`config.mk`:
```
export PLATFORM = sky130hd
export DESIGN_NAME = gf163_reduce_pipe_flat
export DESIGN_NICKNAME = d
export VERILOG_FILES = /design/src/rtl/gf163_pkg.sv /design/src/rtl/gf163_reduce_pipe_if.sv /design/src/rtl/gf_fold.sv /design/src/rtl/gf163_reduce_pipe.sv /design/src/flat_wrapper.sv
export SDC_FILE = /design/constraint.sdc
export NUM_CORES = 1
export LEC_CHECK = 0
export ABC_CLOCK_PERIOD_IN_PS = 1500
export CORE_ASPECT_RATIO = 0.7
export CORE_MARGIN = 4
export CORE_UTILIZATION = 35
export CTS_CLUSTER_DIAMETER = 200
export DETAILED_ROUTE_END_ITERATION = 6
export HOLD_SLACK_MARGIN = 0.12
export PLACE_DENSITY = 0.58
export REMOVE_ABC_BUFFERS = 1
export SLEW_MARGIN = 25
export SYNTH_ARGS = -nofsm -noshare
export SYNTH_HDL_FRONTEND = slang
export SYNTH_HIERARCHICAL = 1
export SYNTH_SLANG_ARGS = --single-unit
```
`constraint.sdc`:
```
create_clock -name clk -period 1.5 [get_ports clk]
set_input_delay 0.3 -clock clk [delete_from_list [all_inputs] [get_ports clk]]
set_output_delay 0.3 -clock clk [all_outputs]
set_load 0.02 [all_outputs]
```
`src/rtl/gf163_pkg.sv`:
```
// gf163_pkg: field constants and datapath types for GF(2^163) reduction
package gf163_pkg;
  localparam int M  = 163;
  localparam int P1 = 7;
  localparam int P2 = 6;
  localparam int P3 = 3;
  typedef logic [2*M-2:0]  prod_t;
  typedef logic [M+P1-2:0] fold_t;
  typedef logic [M-1:0]    elem_t;
endpackage

```
`src/rtl/gf163_reduce_pipe_if.sv`:
```
// gf163_reduce_pipe_if: valid/ready input and output channels of the reducer
interface gf163_reduce_pipe_if;
  import gf163_pkg::*;
  logic  in_valid;
  logic  in_ready;
  prod_t in_prod;
  logic  out_valid;
  logic  out_ready;
  elem_t out_red;
  logic  busy;
  modport slave (input in_valid, in_prod, out_ready, output in_ready, out_valid, out_red, busy);
  modport master (output in_valid, in_prod, out_ready, input in_ready, out_valid, out_red, busy);
endinterface

```
`src/rtl/gf_fold.sv`:
```
// gf_fold: one reduction fold, c[M-1:0] ^ h*(1 + x^P3 + x^P2 + x^P1) with h = c[IN_W-1:M]
module gf_fold #(
  parameter int IN_W = 325,
  parameter int M = 163,
  parameter int P1 = 7,
  parameter int P2 = 6,
  parameter int P3 = 3,
  parameter int OUT_W = (IN_W - M + P1 > M) ? IN_W - M + P1 : M
) (
  input  logic [IN_W-1:0]  c,
  output logic [OUT_W-1:0] t
);
  logic [OUT_W-1:0] h;
  always_comb begin
    h = OUT_W'(c[IN_W-1:M]);
    t = OUT_W'(c[M-1:0]) ^ h ^ (h << P3) ^ (h << P2) ^ (h << P1);
  end
endmodule

```
`src/rtl/gf163_reduce_pipe.sv`:
```
// gf163_reduce_pipe: two-stage elastic pipeline reducing a 325-bit product mod f(x)
module gf163_reduce_pipe
  import gf163_pkg::*;
(
  input logic clk,
  input logic rst_n,
  gf163_reduce_pipe_if.slave io
);
  logic  s1_valid_q, s1_valid_d, s2_valid_q, s2_valid_d;
  fold_t s1_data_q, s1_data_d, fold1;
  elem_t s2_data_q, s2_data_d, fold2;
  logic  adv2, in_rdy, in_fire, s2_load;
  gf_fold #(.IN_W(2*M-1), .M(M), .P1(P1), .P2(P2), .P3(P3)) u_fold1 (.c(io.in_prod), .t(fold1));
  gf_fold #(.IN_W(M+P1-1), .M(M), .P1(P1), .P2(P2), .P3(P3)) u_fold2 (.c(s1_data_q), .t(fold2));
  // S1 may refill in the same cycle it hands off, so a full pipe streams without bubbles
  always_comb begin
    adv2       = !s2_valid_q | io.out_ready;
    in_rdy     = !s1_valid_q | adv2;
    in_fire    = io.in_valid & in_rdy;
    s2_load    = s1_valid_q & adv2;
    s1_valid_d = in_fire ? 1'b1 : s2_load ? 1'b0 : s1_valid_q;
    s1_data_d  = in_fire ? fold1 : s1_data_q;
    s2_valid_d = s2_load ? 1'b1 : io.out_ready ? 1'b0 : s2_valid_q;
    s2_data_d  = s2_load ? fold2 : s2_data_q;
  end
  always_ff @(posedge clk or negedge rst_n)
    if (!rst_n) begin
      s1_valid_q <= 1'b0;
      s2_valid_q <= 1'b0;
      s1_data_q  <= '0;
      s2_data_q  <= '0;
    end else begin
      s1_valid_q <= s1_valid_d;
      s2_valid_q <= s2_valid_d;
      s1_data_q  <= s1_data_d;
      s2_data_q  <= s2_data_d;
    end
  assign io.in_ready  = in_rdy;
  assign io.out_valid = s2_valid_q;
  assign io.out_red   = s2_data_q;
  assign io.busy      = s1_valid_q | s2_valid_q;
endmodule

```
`src/flat_wrapper.sv`:
```
// flat-port wrapper written by rule: the top's interface ports become plain ports
module gf163_reduce_pipe_flat import gf163_pkg::*;
  (clk, rst_n, io_in_valid, io_in_prod, io_out_ready, io_in_ready, io_out_valid, io_out_red, io_busy);
  gf163_reduce_pipe_if io_i ();
  input logic clk;
  input logic rst_n;
  input wire logic [$bits(io_i.in_valid)-1:0] io_in_valid;
  input wire logic [$bits(io_i.in_prod)-1:0] io_in_prod;
  input wire logic [$bits(io_i.out_ready)-1:0] io_out_ready;
  output wire logic [$bits(io_i.in_ready)-1:0] io_in_ready;
  output wire logic [$bits(io_i.out_valid)-1:0] io_out_valid;
  output wire logic [$bits(io_i.out_red)-1:0] io_out_red;
  output wire logic [$bits(io_i.busy)-1:0] io_busy;
  assign io_i.in_valid = io_in_valid;
  assign io_i.in_prod = io_in_prod;
  assign io_i.out_ready = io_out_ready;
  assign io_in_ready = io_i.in_ready;
  assign io_out_valid = io_i.out_valid;
  assign io_out_red = io_i.out_red;
  assign io_busy = io_i.busy;
  gf163_reduce_pipe u_core (.clk(clk), .rst_n(rst_n), .io(io_i));
endmodule
```
==> metrics.log <==
[metrics] outcome: finished, violations left
[metrics] failing checks: setup timing
[metrics] Avg Inst Size Synth: 15.1 um2
[metrics] worst setup path class: reg2out
[metrics] Int Power: 26900 uW
[metrics] share of the clock period used by the worst path: 1.10
[metrics] leading cell types in the layout, fill and taps excluded: dfrtp_1, clkdlybuf4s50_1, buf_4, mux2_4, xor2_1
[metrics] path class of the lowest-slack min-delay path: in2async
[metrics] setup slack, reg-to-reg: -0.14 ns
[metrics] placement row count: 72
[metrics] filler instances: 4812
[metrics] crit start category: flip-flop
[metrics] IR drop worst, VDD: 828 uV
[metrics] final core utilization: 0.508
[metrics] RSZ-0062 raised after global routing: yes
[metrics] total global routing overflow: 0
[metrics] clock tree sinks: 334
[metrics] die span in y: 206 um
[metrics] category of the worst setup path capture point: primary output
[metrics] Yosys Warn Count: 6
[metrics] pin count of the biggest net entering global routing: 57
[metrics] floorplan core area: 55200 um2
[metrics] Worst EP arrival: 1.35 ns
[metrics] global-route wire length before repair: 84600 um
[metrics] sequential area share after synthesis: 0.428
[metrics] clock latency on the worst-skew pair: 0.52 ns
[metrics] power share of the sequential group: 0.360
[metrics] reg2reg start: u_core/io.out_valid
[metrics] number of endpoints with negative hold slack in the final report: 0
[metrics] worst setup path startpoint: u_core/io.out_valid
[metrics] Vias/cell: 4.48
[metrics] number of buffers on the longest clock path: 3
[metrics] Layout Skew: 0.0105 ns
[metrics] root cell of the clock tree: clkbuf_16
[metrics] critical path required time: 1.20 ns
[metrics] area delta synth->final: 43.5%
[metrics] upper clock frequency limit: 606 MHz
[metrics] post-detailed-route wirelength per cell: 22.9 um
[metrics] max-cap violation count: 0
[metrics] sw frac: 0.338
[metrics] number of global-route vias before repair: 13100
[metrics] summed instance area of the synthesized netlist: 19500 um2
[metrics] final hold slack: 0.302 ns
[metrics] total DRC errors in the routed layout: 0
[metrics] Final Setup Violations: 283
[metrics] Slew Limit Headroom: 0.329
[metrics] Routed Wire Length: 61300 um
[metrics] TritonCTS clock tree: built
[metrics] number of standard cells after synthesis: 1296
[metrics] Post-Route Setup TNS: -18.56 ns
[metrics] vias after detailed routing: 12000
[metrics] 1st-pass router iterations: 4
[metrics] Reg-to-Reg End: u_core/s1_data_q[147]
[metrics] ratio of cells with drive above 1 in the final layout: 0.401
[metrics] global placer's final weighted congestion: 0.847
[metrics] die area: 59700 um2
[metrics] number of synthesized register bits: 334
[metrics] slew at the pin closest to its max-slew limit: 1.01 ns
[metrics] Lkg Pwr: 0.0137 uW
[metrics] final HPWL from detailed placement: 44400 um
[metrics] logic gate share of total power: 0.404
[metrics] Net count, final: 2229
[metrics] antenna violations before repair: 1
[metrics] Port Buffer Count: 494
[metrics] Overall Global Routing Usage: 0.187
[metrics] net switching power: 13700 uW
[metrics] Power Dens Cells: 1450 nW/um2
[metrics] Antenna Violating Nets Remaining: 0
[metrics] Final Critical Period: 1.65 ns
[metrics] Final Max Slew Viols: 0
[metrics] I/O pin count: 495
[metrics] initial drt markers: 469
[metrics] clock buffer count from CTS: 39
[metrics] clock network fraction of design power: 0.236
[metrics] effective utilization at floorplan: 0.354
[metrics] level count of the clock H-tree: 2
[metrics] Worst Setup Slack, final: -0.149 ns
[metrics] leading cell type in the layout, fill and taps excluded: dfrtp_1
[metrics] count of distinct cell types in the synthesized netlist: 13
[metrics] horizontal die dimension: 290 um
[metrics] worst r2r path cells: 6
[metrics] crit path capture: io_busy
[metrics] Crit Path Max Fanout: 4
[metrics] CTS clk-pin slew, worst paths: 0.06 ns
[final cells by class]
class,instances,area (um2),share of cell area
Multi-Input combinational cell,782,10700,0.380
Sequential cell,334,8360,0.298
Timing Repair Buffer,743,6800,0.242
Clock buffer,52,1120,0.0399
Tap cell,740,926,0.0330
Clock inverter,19,180,0.00643
Antenna cell,1,2.50,0.0000893
[how the worst min path moves through the flow]
stage                                 end  depth (start not counted)
floorplan            u_core/io.out_red[0]                          0
global placement    u_core/s1_data_q[133]                          1
detailed placement  u_core/s1_data_q[133]                          1
CTS                 u_core/s1_data_q[131]                          2
global route        u_core/s1_data_q[131]                          2
finish              u_core/s1_data_q[131]                          2
[critical path, cell delays in order (launching register included)]
cell,delay (ns)
dfrtp_2,0.46
or2_4,0.24
buf_6,0.13
[sequential cells by signal, summed over array words and instances, names as in the netlist]
| signal | cells |
|---|---|
| u_core/s1_data_q | 169 |
| u_core/io.out_red | 163 |
| u_core/io.out_valid | 1 |
| u_core/s1_valid_q | 1 |
[through the flow]
stage                     total power (uW)  setup slack [ns]  instance area (um2)  cells
after floorplan                      22400             -1.88                18100   1110
after global placement               30700            -0.529                25800   2563
after detailed placement             31100            -0.547                25800   2563
after CTS                            40000            -0.173                27200   2649
after global routing                 42800            -0.185                28000   2671
final                                40700            -0.149                28000   2671
[layer usage]
metal | up-vias | wire length (um) | track usage
met3 | 65 | 2690 | 0.0352
met1 | 6134 | 28400 | 0.258
met5 | - | 0 | 0
li1 | 5524 | - | -
met2 | 242 | 29300 | 0.312
met4 | 0 | 934 | 0.0355
[logic make-up (layout without fill, tap and decap cells)]
kind of cell  after synthesis  in the layout  share of synthesized area
xor+xnor                  437            437                      0.305
other cells                 0              1                          0
simple gates                7             13                    0.00250
flops                     334            334                      0.428
mux                       332            332                      0.191
buf+inv                   186            814                     0.0733
[cells in the mapped netlist]
| library cell | count | share of area |
|---|---|---|
| nand2b_1 | 3 | 0.00096 |
| xnor3_1 | 155 | 0.18 |
| buf_4 | 153 | 0.059 |
| nand3b_2 | 1 | 0.00058 |
| mux2_2 | 152 | 0.088 |
| or2_2 | 1 | 0.00032 |
| mux2_1 | 180 | 0.10 |
| xnor2_1 | 114 | 0.051 |
| nand2_2 | 2 | 0.00064 |
| buf_6 | 19 | 0.011 |
| buf_2 | 14 | 0.0036 |
| dfrtp_1 | 334 | 0.43 |
| xor2_1 | 168 | 0.075 |
[power by group through the flow]
| stage | sequential [uW] | combinational [uW] | clock [uW] |
|---|---|---|---|
| after floorplan | 16700 | 5660 | 0 |
| after global placement | 14600 | 16200 | 0 |
| after detailed placement | 14800 | 16300 | 0 |
| after CTS | 14600 | 15500 | 9900 |
| after global routing | 15100 | 17400 | 10300 |
| final | 14700 | 16400 | 9580 |
[repair_timing]
item | CTS | global route
cloned | 7 | 20
hold endpoints to repair | 229 | 0
pin swaps | 2 | 1
hold buffers | 1 | 0
endpoints found under the setup margin | 484 | 381
gates resized for setup | 723 | 237
setup buffers | 7 | 8
Note: power is estimated with default switching activity, not from simulation.
